## src/rtl/serial_adder_ctrl_pkg.sv

```systemverilog
// -----------------------------------------------------------------------------
// serial_adder_ctrl_pkg
//  Shared definitions for the bit-serial adder slice:
//   - DEF_WIDTH : default operand/result width
//   - state_e   : controller states (IDLE=0, ADD=1, DONE=2)
// -----------------------------------------------------------------------------
package serial_adder_ctrl_pkg;

   localparam int DEF_WIDTH = 8;

   typedef enum logic [1:0] {
      ST_IDLE = 2'd0,
      ST_ADD  = 2'd1,
      ST_DONE = 2'd2
   } state_e;

endpackage : serial_adder_ctrl_pkg

```

## src/rtl/serial_adder_ctrl_if.sv

```systemverilog
// -----------------------------------------------------------------------------
// serial_adder_ctrl_if
//  Request/response bundle between a requester and the serial adder.
//   start        : request, accepted only when the adder is idle or done
//   a, b, c_in   : operands and carry-in, captured on the accepting edge
//   busy         : addition in progress
//   done         : one-cycle result-valid pulse
//   sum, c_out   : result, held until the next result is produced
//  Modports: master = requester side, slave = adder side.
// -----------------------------------------------------------------------------
interface serial_adder_ctrl_if
   import serial_adder_ctrl_pkg::*;
#(
   parameter int WIDTH = DEF_WIDTH
);

   logic             start;
   logic [WIDTH-1:0] a;
   logic [WIDTH-1:0] b;
   logic             c_in;
   logic             busy;
   logic             done;
   logic [WIDTH-1:0] sum;
   logic             c_out;

   modport master (
      output start, a, b, c_in,
      input  busy, done, sum, c_out
   );

   modport slave (
      input  start, a, b, c_in,
      output busy, done, sum, c_out
   );

endinterface : serial_adder_ctrl_if

```

## src/rtl/serial_adder_ctrl_fa_cell.sv

```systemverilog
// -----------------------------------------------------------------------------
// fa_cell
//  Single 1-bit full adder built from and/or/not gates in sum-of-products form.
//   a, b, c_in : input bits
//   sum        : a ^ b ^ c_in (as four minterms)
//   c_out      : majority(a, b, c_in)
// -----------------------------------------------------------------------------
module fa_cell (
   input  logic a,
   input  logic b,
   input  logic c_in,
   output logic sum,
   output logic c_out
);

   logic na, nb, nc;
   logic m1, m2, m4, m7;
   logic p_ab, p_ac, p_bc;

   not u_na (na, a);
   not u_nb (nb, b);
   not u_nc (nc, c_in);

   // Odd-parity minterms: 001, 010, 100, 111 (a b c_in).
   and u_m1 (m1, na, nb, c_in);
   and u_m2 (m2, na, b,  nc);
   and u_m4 (m4, a,  nb, nc);
   and u_m7 (m7, a,  b,  c_in);
   or  u_s  (sum, m1, m2, m4, m7);

   and u_ab (p_ab, a, b);
   and u_ac (p_ac, a, c_in);
   and u_bc (p_bc, b, c_in);
   or  u_co (c_out, p_ab, p_ac, p_bc);

endmodule : fa_cell

```

## src/rtl/serial_adder_ctrl.sv

```systemverilog
// -----------------------------------------------------------------------------
// serial_adder_ctrl
//  Bit-serial WIDTH-bit adder. One fa_cell adds the operands LSB-first, one bit
//  per clock. A request is accepted when start is high in IDLE or DONE; the
//  result appears with a one-cycle done pulse WIDTH cycles after acceptance.
//  Ports:
//   clk   : rising-edge clock
//   rst_n : asynchronous active-low reset
//   bus   : serial_adder_ctrl_if.slave (start/a/b/c_in in, busy/done/sum/c_out out)
//  sum/c_out are registered and only update when a full result is ready.
// -----------------------------------------------------------------------------
module serial_adder_ctrl
   import serial_adder_ctrl_pkg::*;
#(
   parameter int WIDTH = DEF_WIDTH,
   parameter int CNT_W = $clog2(WIDTH)
) (
   input  logic               clk,
   input  logic               rst_n,
   serial_adder_ctrl_if.slave bus
);

   localparam logic [CNT_W-1:0] LAST_BIT = CNT_W'(WIDTH - 1);

   state_e           state_q,   state_d;
   logic [CNT_W-1:0] cnt_q,     cnt_d;
   logic             carry_q,   carry_d;
   logic [WIDTH-1:0] shift_a_q, shift_a_d;
   logic [WIDTH-1:0] shift_b_q, shift_b_d;
   logic [WIDTH-1:0] res_q,     res_d;
   logic [WIDTH-1:0] sum_q,     sum_d;
   logic             c_out_q,   c_out_d;
   logic             done_q,    done_d;

   logic cell_sum;
   logic cell_c_out;

   fa_cell u_fa_cell (
      .a     (shift_a_q[0]),
      .b     (shift_b_q[0]),
      .c_in  (carry_q),
      .sum   (cell_sum),
      .c_out (cell_c_out)
   );

   // NOTE: every _d signal is given its hold value before the case statement,
   // so no path through the block leaves it unassigned and no latch appears.
   always_comb begin
      state_d   = state_q;
      cnt_d     = cnt_q;
      carry_d   = carry_q;
      shift_a_d = shift_a_q;
      shift_b_d = shift_b_q;
      res_d     = res_q;
      sum_d     = sum_q;
      c_out_d   = c_out_q;
      done_d    = 1'b0;

      case (state_q)
         ST_IDLE, ST_DONE: begin
            // A start in DONE is accepted back-to-back; the pulse for the
            // previous result is already on done_q this cycle.
            if (bus.start) begin
               shift_a_d = bus.a;
               shift_b_d = bus.b;
               carry_d   = bus.c_in;
               res_d     = '0;
               cnt_d     = '0;
               state_d   = ST_ADD;
            end else begin
               state_d   = ST_IDLE;
            end
         end

         ST_ADD: begin
            // Result bits enter at the MSB so after WIDTH shifts the LSB
            // computed first sits at bit 0.
            res_d     = {cell_sum, res_q[WIDTH-1:1]};
            carry_d   = cell_c_out;
            shift_a_d = shift_a_q >> 1;
            shift_b_d = shift_b_q >> 1;
            cnt_d     = cnt_q + CNT_W'(1);
            if (cnt_q == LAST_BIT) begin
               sum_d   = {cell_sum, res_q[WIDTH-1:1]};
               c_out_d = cell_c_out;
               done_d  = 1'b1;
               cnt_d   = '0;
               state_d = ST_DONE;
            end
         end

         default: state_d = ST_IDLE;
      endcase
   end

   // NOTE: the operand and result shift registers are plain flops, not a
   // memory, so they take the reset like every other piece of state.
   always_ff @(posedge clk or negedge rst_n) begin
      if (!rst_n) begin
         state_q   <= ST_IDLE;
         cnt_q     <= '0;
         carry_q   <= 1'b0;
         shift_a_q <= '0;
         shift_b_q <= '0;
         res_q     <= '0;
         sum_q     <= '0;
         c_out_q   <= 1'b0;
         done_q    <= 1'b0;
      end else begin
         // NOTE: non-blocking updates so every flop samples pre-edge values.
         state_q   <= state_d;
         cnt_q     <= cnt_d;
         carry_q   <= carry_d;
         shift_a_q <= shift_a_d;
         shift_b_q <= shift_b_d;
         res_q     <= res_d;
         sum_q     <= sum_d;
         c_out_q   <= c_out_d;
         done_q    <= done_d;
      end
   end

   assign bus.busy  = (state_q == ST_ADD);
   assign bus.done  = done_q;
   assign bus.sum   = sum_q;
   assign bus.c_out = c_out_q;

endmodule : serial_adder_ctrl

```

## src/flat_wrapper.sv

```systemverilog
// flat-port wrapper written by rule: the top's interface ports become plain ports
module serial_adder_ctrl_flat import serial_adder_ctrl_pkg::*;
#(
   parameter int WIDTH = DEF_WIDTH,
   parameter int CNT_W = $clog2(WIDTH)
)
  (clk, rst_n, bus_start, bus_a, bus_b, bus_c_in, bus_busy, bus_done, bus_sum, bus_c_out);
  serial_adder_ctrl_if #(.WIDTH(WIDTH)) bus_i ();
  input  logic clk;
  input  logic rst_n;
  input wire logic [$bits(bus_i.start)-1:0] bus_start;
  input wire logic [$bits(bus_i.a)-1:0] bus_a;
  input wire logic [$bits(bus_i.b)-1:0] bus_b;
  input wire logic [$bits(bus_i.c_in)-1:0] bus_c_in;
  output wire logic [$bits(bus_i.busy)-1:0] bus_busy;
  output wire logic [$bits(bus_i.done)-1:0] bus_done;
  output wire logic [$bits(bus_i.sum)-1:0] bus_sum;
  output wire logic [$bits(bus_i.c_out)-1:0] bus_c_out;
  assign bus_i.start = bus_start;
  assign bus_i.a = bus_a;
  assign bus_i.b = bus_b;
  assign bus_i.c_in = bus_c_in;
  assign bus_busy = bus_i.busy;
  assign bus_done = bus_i.done;
  assign bus_sum = bus_i.sum;
  assign bus_c_out = bus_i.c_out;
  serial_adder_ctrl #(.WIDTH(WIDTH), .CNT_W(CNT_W)) u_core (.clk(clk), .rst_n(rst_n), .bus(bus_i));
endmodule
```

## config.mk

```make
export PLATFORM = sky130hd
export DESIGN_NAME = serial_adder_ctrl_flat
export DESIGN_NICKNAME = d
export VERILOG_FILES = /design/src/rtl/serial_adder_ctrl_pkg.sv /design/src/rtl/serial_adder_ctrl_if.sv /design/src/rtl/serial_adder_ctrl_fa_cell.sv /design/src/rtl/serial_adder_ctrl.sv /design/src/flat_wrapper.sv
export SDC_FILE = /design/constraint.sdc
export NUM_CORES = 1
export LEC_CHECK = 0
export CAP_MARGIN = 40
export CORE_ASPECT_RATIO = 0.7
export CORE_MARGIN = 2
export CORE_UTILIZATION = 45
export CTS_BUF_LIST = sky130_fd_sc_hd__clkbuf_2
export DETAILED_ROUTE_END_ITERATION = 7
export PLACE_DENSITY = 0.82
export REMOVE_ABC_BUFFERS = 1
export SKIP_LAST_GASP = 1
export SLEW_MARGIN = 5
export SYNTH_ARGS = -nofsm -noshare
export SYNTH_HDL_FRONTEND = slang
export SYNTH_HIERARCHICAL = 1
export SYNTH_SLANG_ARGS = --single-unit
```

## constraint.sdc

```tcl
create_clock -name clk -period 1.8 [get_ports clk]
set_input_delay 0.18 -clock clk [delete_from_list [all_inputs] [get_ports clk]]
set_output_delay 0.18 -clock clk [all_outputs]
set_load 0.02 [all_outputs]
```

## Word-level counts from Yosys, hierarchy flattened

Cells that the tools add are included.

- Reduce and logical (&&, ||, !) cells: 11
- Equal/unequal tests: 5
- Multiplexer cells: 16
- Add/subtract/negate cells: 1
- Bitwise operators: 6

Operator list:

| cell | count |
|---|---|
| $pmux 8 s2 | 3 |
| $mux 8 | 3 |
| $reduce_and 3->1 | 4 |
| $mux 3 | 2 |
| $pmux 3 s2 | 1 |
| $mux 1 | 4 |
| $pmux 2 s2 | 1 |
| $reduce_and 2->1 | 2 |
| $reduce_or 4->1 | 1 |
| $add 3x1->3 const B | 1 |
| $and 1x1->1 | 3 |
| $eq 3x3->1 const B | 1 |
| $not 1->1 | 3 |
| $reduce_or 3->1 | 1 |
| $eq 2x1->1 const B | 1 |
| $eq 2x2->1 const B | 1 |
| $logic_not 2->1 | 1 |
| $mux 2 | 1 |
| $ne 2x1->1 const B | 1 |
| $ne 2x2->1 const B | 1 |
| $pmux 1 s2 | 1 |
| $reduce_bool 2->1 | 1 |
| $reduce_or 2->1 | 1 |

- Logic and storage cells: 48
- Flip-flop bits (word level): 40
- Input port bits: 20

## Depth between registers and ports, before layout

Gate-level depths: netlist of the first run.

- Depth in word-level cells: 4
- Depth in mapped cells: 6
- Gate-level depth less buffers: 5

## Cells and area by module

The synthesis of the first run kept the hierarchy.

By module, submodules not included:

| module | sequential area each (µm²) | cells an instance | times used | area an instance (µm²) |
|---|---|---|---|---|
| serial_adder_ctrl | 975.9 | 142 | 1 | 1,769.2 |
| fa_cell | 0.0 | 1 | 1 | 20.0 |

## Worst setup path after synthesis of the first run

No wires, ideal clock.

- Path kind: register to register
- From: register u_core.cnt_q[0]
- To: register u_core.cnt_q[2]
- Path slack: 382 ps
- Data required time: 1,679 ps
- Cell stages (with the launch flop): 5
- Arrival time: 1,297 ps
- Cell sequence: dfrtp_1 > ha_1 > ha_1 > mux2_2 > a22o_1

- Word-level cells in the longest chain between the ends: 3

Ends and longest elaborated chain:

| item | RTL line | RTL |
|---|---|---|
| from (decl) | serial_adder_ctrl.sv:26 | `logic [CNT_W-1:0] cnt_q, cnt_d;` |
| from (signal assigned) | serial_adder_ctrl.sv:112 | `cnt_q <= cnt_d;` |
| $add 3x1->3 or $eq 3x3->1 (tied branches) | serial_adder_ctrl.sv:82, serial_adder_ctrl.sv:83 |  |
| $mux 3 (*) | serial_adder_ctrl.sv:83 | `if (cnt_q == LAST_BIT) begin` |
| $pmux 3 s2 (*) | serial_adder_ctrl.sv:59 | `case (state_q)` |

Every way passes the cells marked *; elsewhere a longest branch is shown, timed or not.
A chain may end at the register's enable or synchronous reset.

## Worst setup path after layout of the first run

- From: register u_core.state_q[1]
- To: output port bus_busy

- Word-level cells in the longest chain between the ends: 1

Ends and longest elaborated chain:

| item | RTL line | RTL |
|---|---|---|
| from (decl) | serial_adder_ctrl.sv:25 | `state_e state_q, state_d;` |
| from (signal assigned) | serial_adder_ctrl.sv:111 | `state_q <= state_d;` |
| $eq 2x1->1 | serial_adder_ctrl.sv:123 | `assign bus.busy = (state_q == ST_ADD);` |
| to (decl) | flat_wrapper.sv:15 | `output wire logic [$bits(bus_i.busy)-1:0] bus_busy;` |

No other way between the ends.

==> flow_metrics.env, run 1 <==
export IMPL_status="complete, no violations"
export IMPL_drt_wirelength_per_cell_um=15.26
export IMPL_routed_via_density=5.457
export IMPL_drv_slew=0
export IMPL_post_route_period_util_pct=89.17
export IMPL_io_buffer_count=30
export IMPL_synth_cell_types=30
export IMPL_grt_use_total_pct=17.57
export IMPL_instances_no_fill=230
export IMPL_dp_final_hpwl_um=2489
export IMPL_drc_errors=0
export IMPL_start_util_pct=46.17
export IMPL_yosysSeqAreaShare_pct=54.55
export IMPL_cts_buffers=5
export IMPL_post_place_cells=221
export IMPL_clock_root_buffer="clkbuf_2"
export IMPL_dr_pass1_iters=4
export IMPL_postSynthAreaPerCell_um2=12.51
export IMPL_hold_viol=0
export IMPL_leakagePower_nw=0.9452
export IMPL_drt_iter0_drc=74
export IMPL_tightestPinTransition_ns=0.4793
export IMPL_required_ns=1.62
export IMPL_utilization_pct=56.25
export IMPL_die_w_um=79.37
export IMPL_yosys_top_cells_area="dfrtp_1 (55%), mux2_2 (6.3%), mux2i_1 (6.2%)"
export IMPL_htree_levels=2
export IMPL_synth_most_common_cell="dfrtp_1"
export IMPL_ys_top_cells_by_count="dfrtp_1 (39), a22o_1 (11), mux2i_1 (11)"
export IMPL_fill_cells=322
export IMPL_synthCells=143
export IMPL_fin_nets=200
export IMPL_finalSetupViolCount=0
export IMPL_overflow=0
export IMPL_synth_ff_type="dfrtp_1"
export IMPL_clkSlewWorstSetupHoldPaths_ns=0.18
export IMPL_setup_tns_final_ns=0
export IMPL_ios=31
export IMPL_first_global_vias=1263
export IMPL_max_freq_ghz=0.6230
export IMPL_wl_um=3509
export IMPL_synth_top_area_share_pct=54.55
export IMPL_crit_path_max_incr_delay_ns=0.41
export IMPL_vias=1255
export IMPL_routabilityCongestion=0.7805
export IMPL_startpoint_type="flop"
export IMPL_die_area_um2=4504
export IMPL_cts_sinks=39
export IMPL_cts_tree="done"
export IMPL_path_cells="nand2b_4 > inv_8 > dlygate4sd2_1"
export IMPL_multi_input_area_um2=748.2
export IMPL_antennaDiodeCount=0
export IMPL_fin_skew_ns=0.01834
export IMPL_layout_drive_gt1_share_pct=15.17
export IMPL_clockBufferDepth=2
export IMPL_antenna_found_initial=0
export IMPL_p_per_area_nw_per_um2=1588
export IMPL_ant_nets=0
export IMPL_synth_edf_count=0
export IMPL_regArea_um2=975.9
export IMPL_ys_warn_count=6
export IMPL_min_period_ns=1.605
export IMPL_whs_ns=0.3710
export IMPL_worstPathArrival_ns=1.43
export IMPL_power_total_mw=3.461
export IMPL_async_reset_ff_share_pct=100.0
export IMPL_slowest_stage="dfrtp_1"
export IMPL_crit_fanout=16
export IMPL_core_um2=3875
export IMPL_area_growth_pct=21.82
export IMPL_synth_area_leader_cell="dfrtp_1"
export IMPL_synthesis_area_um2=1789
export IMPL_slew_headroom_pct=68.05
export IMPL_clock_latency_ns=0.36
export IMPL_grt_max_degree=40
export IMPL_rows=19
export IMPL_grt_pass1_wl_um=6009
export IMPL_synth_seq_cells=39
export IMPL_crit_type="reg2out"
export IMPL_ir_drop_uv=631.2
export IMPL_worstSetupEndpointType="output port"
export IMPL_rsz0062_at_grt="no"
export IMPL_die_y_um=56.76
export IMPL_cts_setup_buffers=0
export IMPL_drv_cap=0
export IMPL_hp_class="in2async"
## worst max-delay path, delay by kind of cell (launching register included)
| family | cells | cell delay [ns] |
|---|---|---|
| buf+inv | 2 | 0.48 |
| flops | 1 | 0.41 |
| simple gates | 1 | 0.18 |
## final timing paths
check,from,to,slack [ns],cells after the start
setup / recovery,u_core/state_q[1],bus_busy,0.19,3
hold / removal,rst_n,u_core/bus.sum[1],0.37,3
setup reg to reg,u_core/cnt_q[0],u_core/bus.sum[2],0.25,4
hold reg to reg,u_core/bus.sum[5],u_core/bus.sum[5],0.53,1
max in group asynchronous,rst_n,u_core/state_q[0],1.08,3
min in group clk,bus_b[7],u_core/shift_b_q[7],0.46,3
## where the power goes
| group | leakage (nW) | switching [mW] | internal (mW) |
|---|---|---|---|
| clock | 0.0281 | 0.261 | 0.0939 |
| sequential | 0.483 | 0.273 | 1.26 |
| combinational | 0.434 | 0.767 | 0.801 |
| total | 0.945 | 1.30 | 2.16 |
## cell type report
class / instances / share of cell area, %
clock buffers: 6 / 1.378
clock inverters: 2 / 0.3444
inverters: 3 / 0.8611
multi-input cells: 93 / 34.33
flip-flops and latches: 39 / 44.78
well taps: 52 / 2.985
repair buffers: 35 / 15.33
## per-stage QoR
stage          area (µm²)  worst slack [ns]
6_report             2180            0.1949
5_1_grt              2180           0.07206
4_1_cts              2180            0.1555
3_5_place_dp         2133            0.2776
3_3_place_gp         2133            0.3166
2_1_floorplan        1743            0.1611
## placed cells by master, fill, tap and decap left out, types with 2 or more instances in the layout
cell,synthesis,routed
a21o_1,3,3
a21oi_1,9,9
clkbuf_2,0,6
mux2_2,10,10
nor2b_1,9,9
mux2i_1,11,11
buf_4,0,4
nor2_1,4,4
o22ai_1,3,3
ha_1,2,2
clkinv_1,0,2
dfrtp_1,39,39
a211oi_1,9,9
a22o_1,11,11
nor3_1,4,4
clkdlybuf4s50_1,0,28
nand3_1,4,4
o21ai_0,3,3
## logic make-up after synthesis
kind of cell | after synthesis | share of synthesized area (%)
flip-flops | 39 | 54.55
buffers and inverters | 11 | 3.636
AO/OA/AOI/OAI | 39 | 15.38
AND/OR/NAND/NOR | 29 | 10.63
adder cells (fa/ha/maj) | 3 | 2.517
multiplexers | 22 | 13.29
## per-layer routing
layer	vias to the layer above	track usage [%]	wire length, µm
met5	-	0	0
met4	0	3.695	0
met3	0	5.145	172
met2	39	27.60	1704
met1	620	24.37	1632
li1	596	-	-
## flip-flops by register name, summed over array words and instances, names as in the netlist, 2 cells and up
name / flops
u_core/state_q: 2
u_core/shift_b_q: 8
u_core/res_q: 7
u_core/shift_a_q: 8
u_core/bus.sum: 8
u_core/cnt_q: 3
## timing repair
action / in CTS / in global routing
resized for setup: 1 / 0
hold buffers: 1 / 0
hold endpoints to repair: 39 / 0
setup endpoints to repair: 1 / 0
Note: power is estimated with default switching activity, not from simulation.
==> run 2, diff against run 1 <==
--- a/config.mk
+++ b/config.mk
@@ -7,11 +7,10 @@
 export LEC_CHECK = 0
 export CAP_MARGIN = 40
 export CORE_ASPECT_RATIO = 0.7
-export CORE_MARGIN = 2
 export CORE_UTILIZATION = 45
 export CTS_BUF_LIST = sky130_fd_sc_hd__clkbuf_2
 export DETAILED_ROUTE_END_ITERATION = 7
-export PLACE_DENSITY = 0.82
+export PLACE_DENSITY = 0.69
 export REMOVE_ABC_BUFFERS = 1
 export SKIP_LAST_GASP = 1
 export SLEW_MARGIN = 5
==> flow_metrics.env, run 2 (same netlist as run 1, synthesis figures left out) <==
export IMPL_status="complete, no violations"
export IMPL_die_area_um2=4236
export IMPL_cp_num_buf_inv=2
export IMPL_vias=1234
export IMPL_worstSetupEndpointType="output port"
export IMPL_overflow=0
export IMPL_drv_slew=0
export IMPL_post_route_period_util_pct=89.63
export IMPL_antenna_found_initial=0
export IMPL_final_cell_mix="dfrtp_1 (39), clkdlybuf4s50_1 (28), mux2i_1 (11), a22o_1 (11), mux2_2 (10)"
export IMPL_routed_via_density=5.412
export IMPL_cpLargestDelayFamily="buffers and inverters"
export IMPL_clkSlewWorstSetupHoldPaths_ns=0.17
export IMPL_crit_path_max_incr_delay_ns=0.41
export IMPL_dr_pass1_iters=4
export IMPL_power_switching_mw=1.309
export IMPL_layout_commonest_cell="dfrtp_1"
export IMPL_crit_fanout=16
export IMPL_startpoint_type="flop"
export IMPL_clock_latency_ns=0.37
export IMPL_start_util_pct=48.74
export IMPL_antennaDiodeCount=0
export IMPL_slew_headroom_pct=60.64
export IMPL_htree_levels=2
export IMPL_p_comb_share_pct=45.7
export IMPL_drt_iter0_drc=124
export IMPL_ant_nets=0
export IMPL_max_freq_ghz=0.6198
export IMPL_setup_tns_final_ns=0
export IMPL_cts_sinks=39
export IMPL_slowest_stage="dfrtp_1"
export IMPL_tightestPinTransition_ns=0.5905
export IMPL_area_growth_pct=22.10
export IMPL_die_w_um=77.37
export IMPL_internal_power_mw=2.166
export IMPL_grt_pass1_wl_um=6072
export IMPL_clock_root_buffer="clkbuf_2"
export IMPL_hp_class="in2async"
export IMPL_p_per_area_nw_per_um2=1591
export IMPL_io_buffer_count=30
export IMPL_multi_input_area_um2=748.2
export IMPL_drt_wirelength_per_cell_um=15.73
export IMPL_ios=31
export IMPL_core_um2=3671
export IMPL_pwr_share_seq_pct=44.5
export IMPL_regArea_um2=975.9
export IMPL_first_global_vias=1208
export IMPL_finalInstanceArea_um2=2185
export IMPL_wl_um=3587
export IMPL_fin_skew_ns=0.007705
export IMPL_grt_max_degree=28
export IMPL_fill_cells=304
export IMPL_worstPathArrival_ns=1.43
export IMPL_grt_use_total_pct=19.78
export IMPL_ir_drop_uv=768.9
export IMPL_cts_buffers=5
export IMPL_finalSetupViolCount=0
export IMPL_clockBufferDepth=2
export IMPL_layout_drive_gt1_share_pct=16.29
export IMPL_dp_final_hpwl_um=2498
export IMPL_rsz0062_at_grt="no"
export IMPL_fin_nets=202
export IMPL_min_period_ns=1.613
export IMPL_p_clk_share_pct=9.8
export IMPL_drv_cap=0
export IMPL_whs_ns=0.3427
export IMPL_required_ns=1.62
export IMPL_path_cells="nand2b_4 > inv_8 > dlygate4sd2_1"
export IMPL_swShare_pct=37.68
export IMPL_leakagePower_nw=0.9514
export IMPL_rows=18
export IMPL_crit_type="reg2out"
export IMPL_cts_tree="done"
export IMPL_placed_area_um2=2146
export IMPL_drc_errors=0
export IMPL_power_total_mw=3.475
export IMPL_hold_viol=0
export IMPL_routabilityCongestion=0.7561
export IMPL_die_y_um=54.76
[run 2: final timing paths]
path	depth (start not counted)	slack (ns)	from	endpoint
hold reg to reg	1	0.51	u_core/shift_a_q[1]	u_core/shift_a_q[1]
hold / removal	2	0.34	rst_n	u_core/shift_a_q[7]
min in group clk	3	0.43	bus_b[1]	u_core/shift_b_q[1]
setup / recovery	3	0.19	u_core/state_q[1]	bus_busy
setup reg to reg	4	0.27	u_core/state_q[0]	u_core/shift_b_q[6]
max in group asynchronous	3	0.91	rst_n	u_core/bus.sum[3]
[run 2: timing repair]
item	CTS	global route
hold buffers	1	0
endpoints found under the setup margin	1	0
resized for setup	1	0
buffers inserted	0	0
endpoints found under the hold margin	25	0
[run 2: per-layer routing]
layer | vias to the layer above | GRT usage [%] | share of wire [%]
li1 | 598 | - | -
met1 | 606 | 27.61 | 51
met2 | 25 | 29.65 | 45
met3 | 5 | 5.000 | 3.7
met4 | 0 | 8.491 | 0.92
met5 | - | 0 | 0
[run 2: stage by stage]
stage	cells	setup slack, ns	utilization (%)
after floorplan	135	0.1611	-
after global placement	221	0.3324	58.45
after detailed placement	221	0.2901	58.45
after CTS	228	0.1646	59.51
after global routing	228	0.07745	59.51
final	228	0.1867	59.51
[run 2: worst register-to-register path: cells and delay by family (launching register included)]
family,cells,cell delay [ns]
flops,1,0.45
compound gates,1,0.30
buf+inv,1,0.21
simple gates,2,0.47
[run 2: cell type report]
type | instances | share of cell area, %
clock buffers | 6 | 1.375
inverters | 3 | 0.8591
multi-input cells | 93 | 34.25
flip-flops and latches | 39 | 44.67
well taps | 50 | 2.864
repair buffers | 37 | 15.98
[run 2: power by group through the flow]
stage | sequential [mW] | combinational [mW] | clock (mW)
CTS | 1.54 | 1.60 | 0.356
global route | 1.60 | 1.76 | 0.404
finish | 1.54 | 1.59 | 0.341
detailed placement | 1.56 | 1.59 | 0
global placement | 1.54 | 1.54 | 0
floorplan | 1.66 | 0.909 | 0
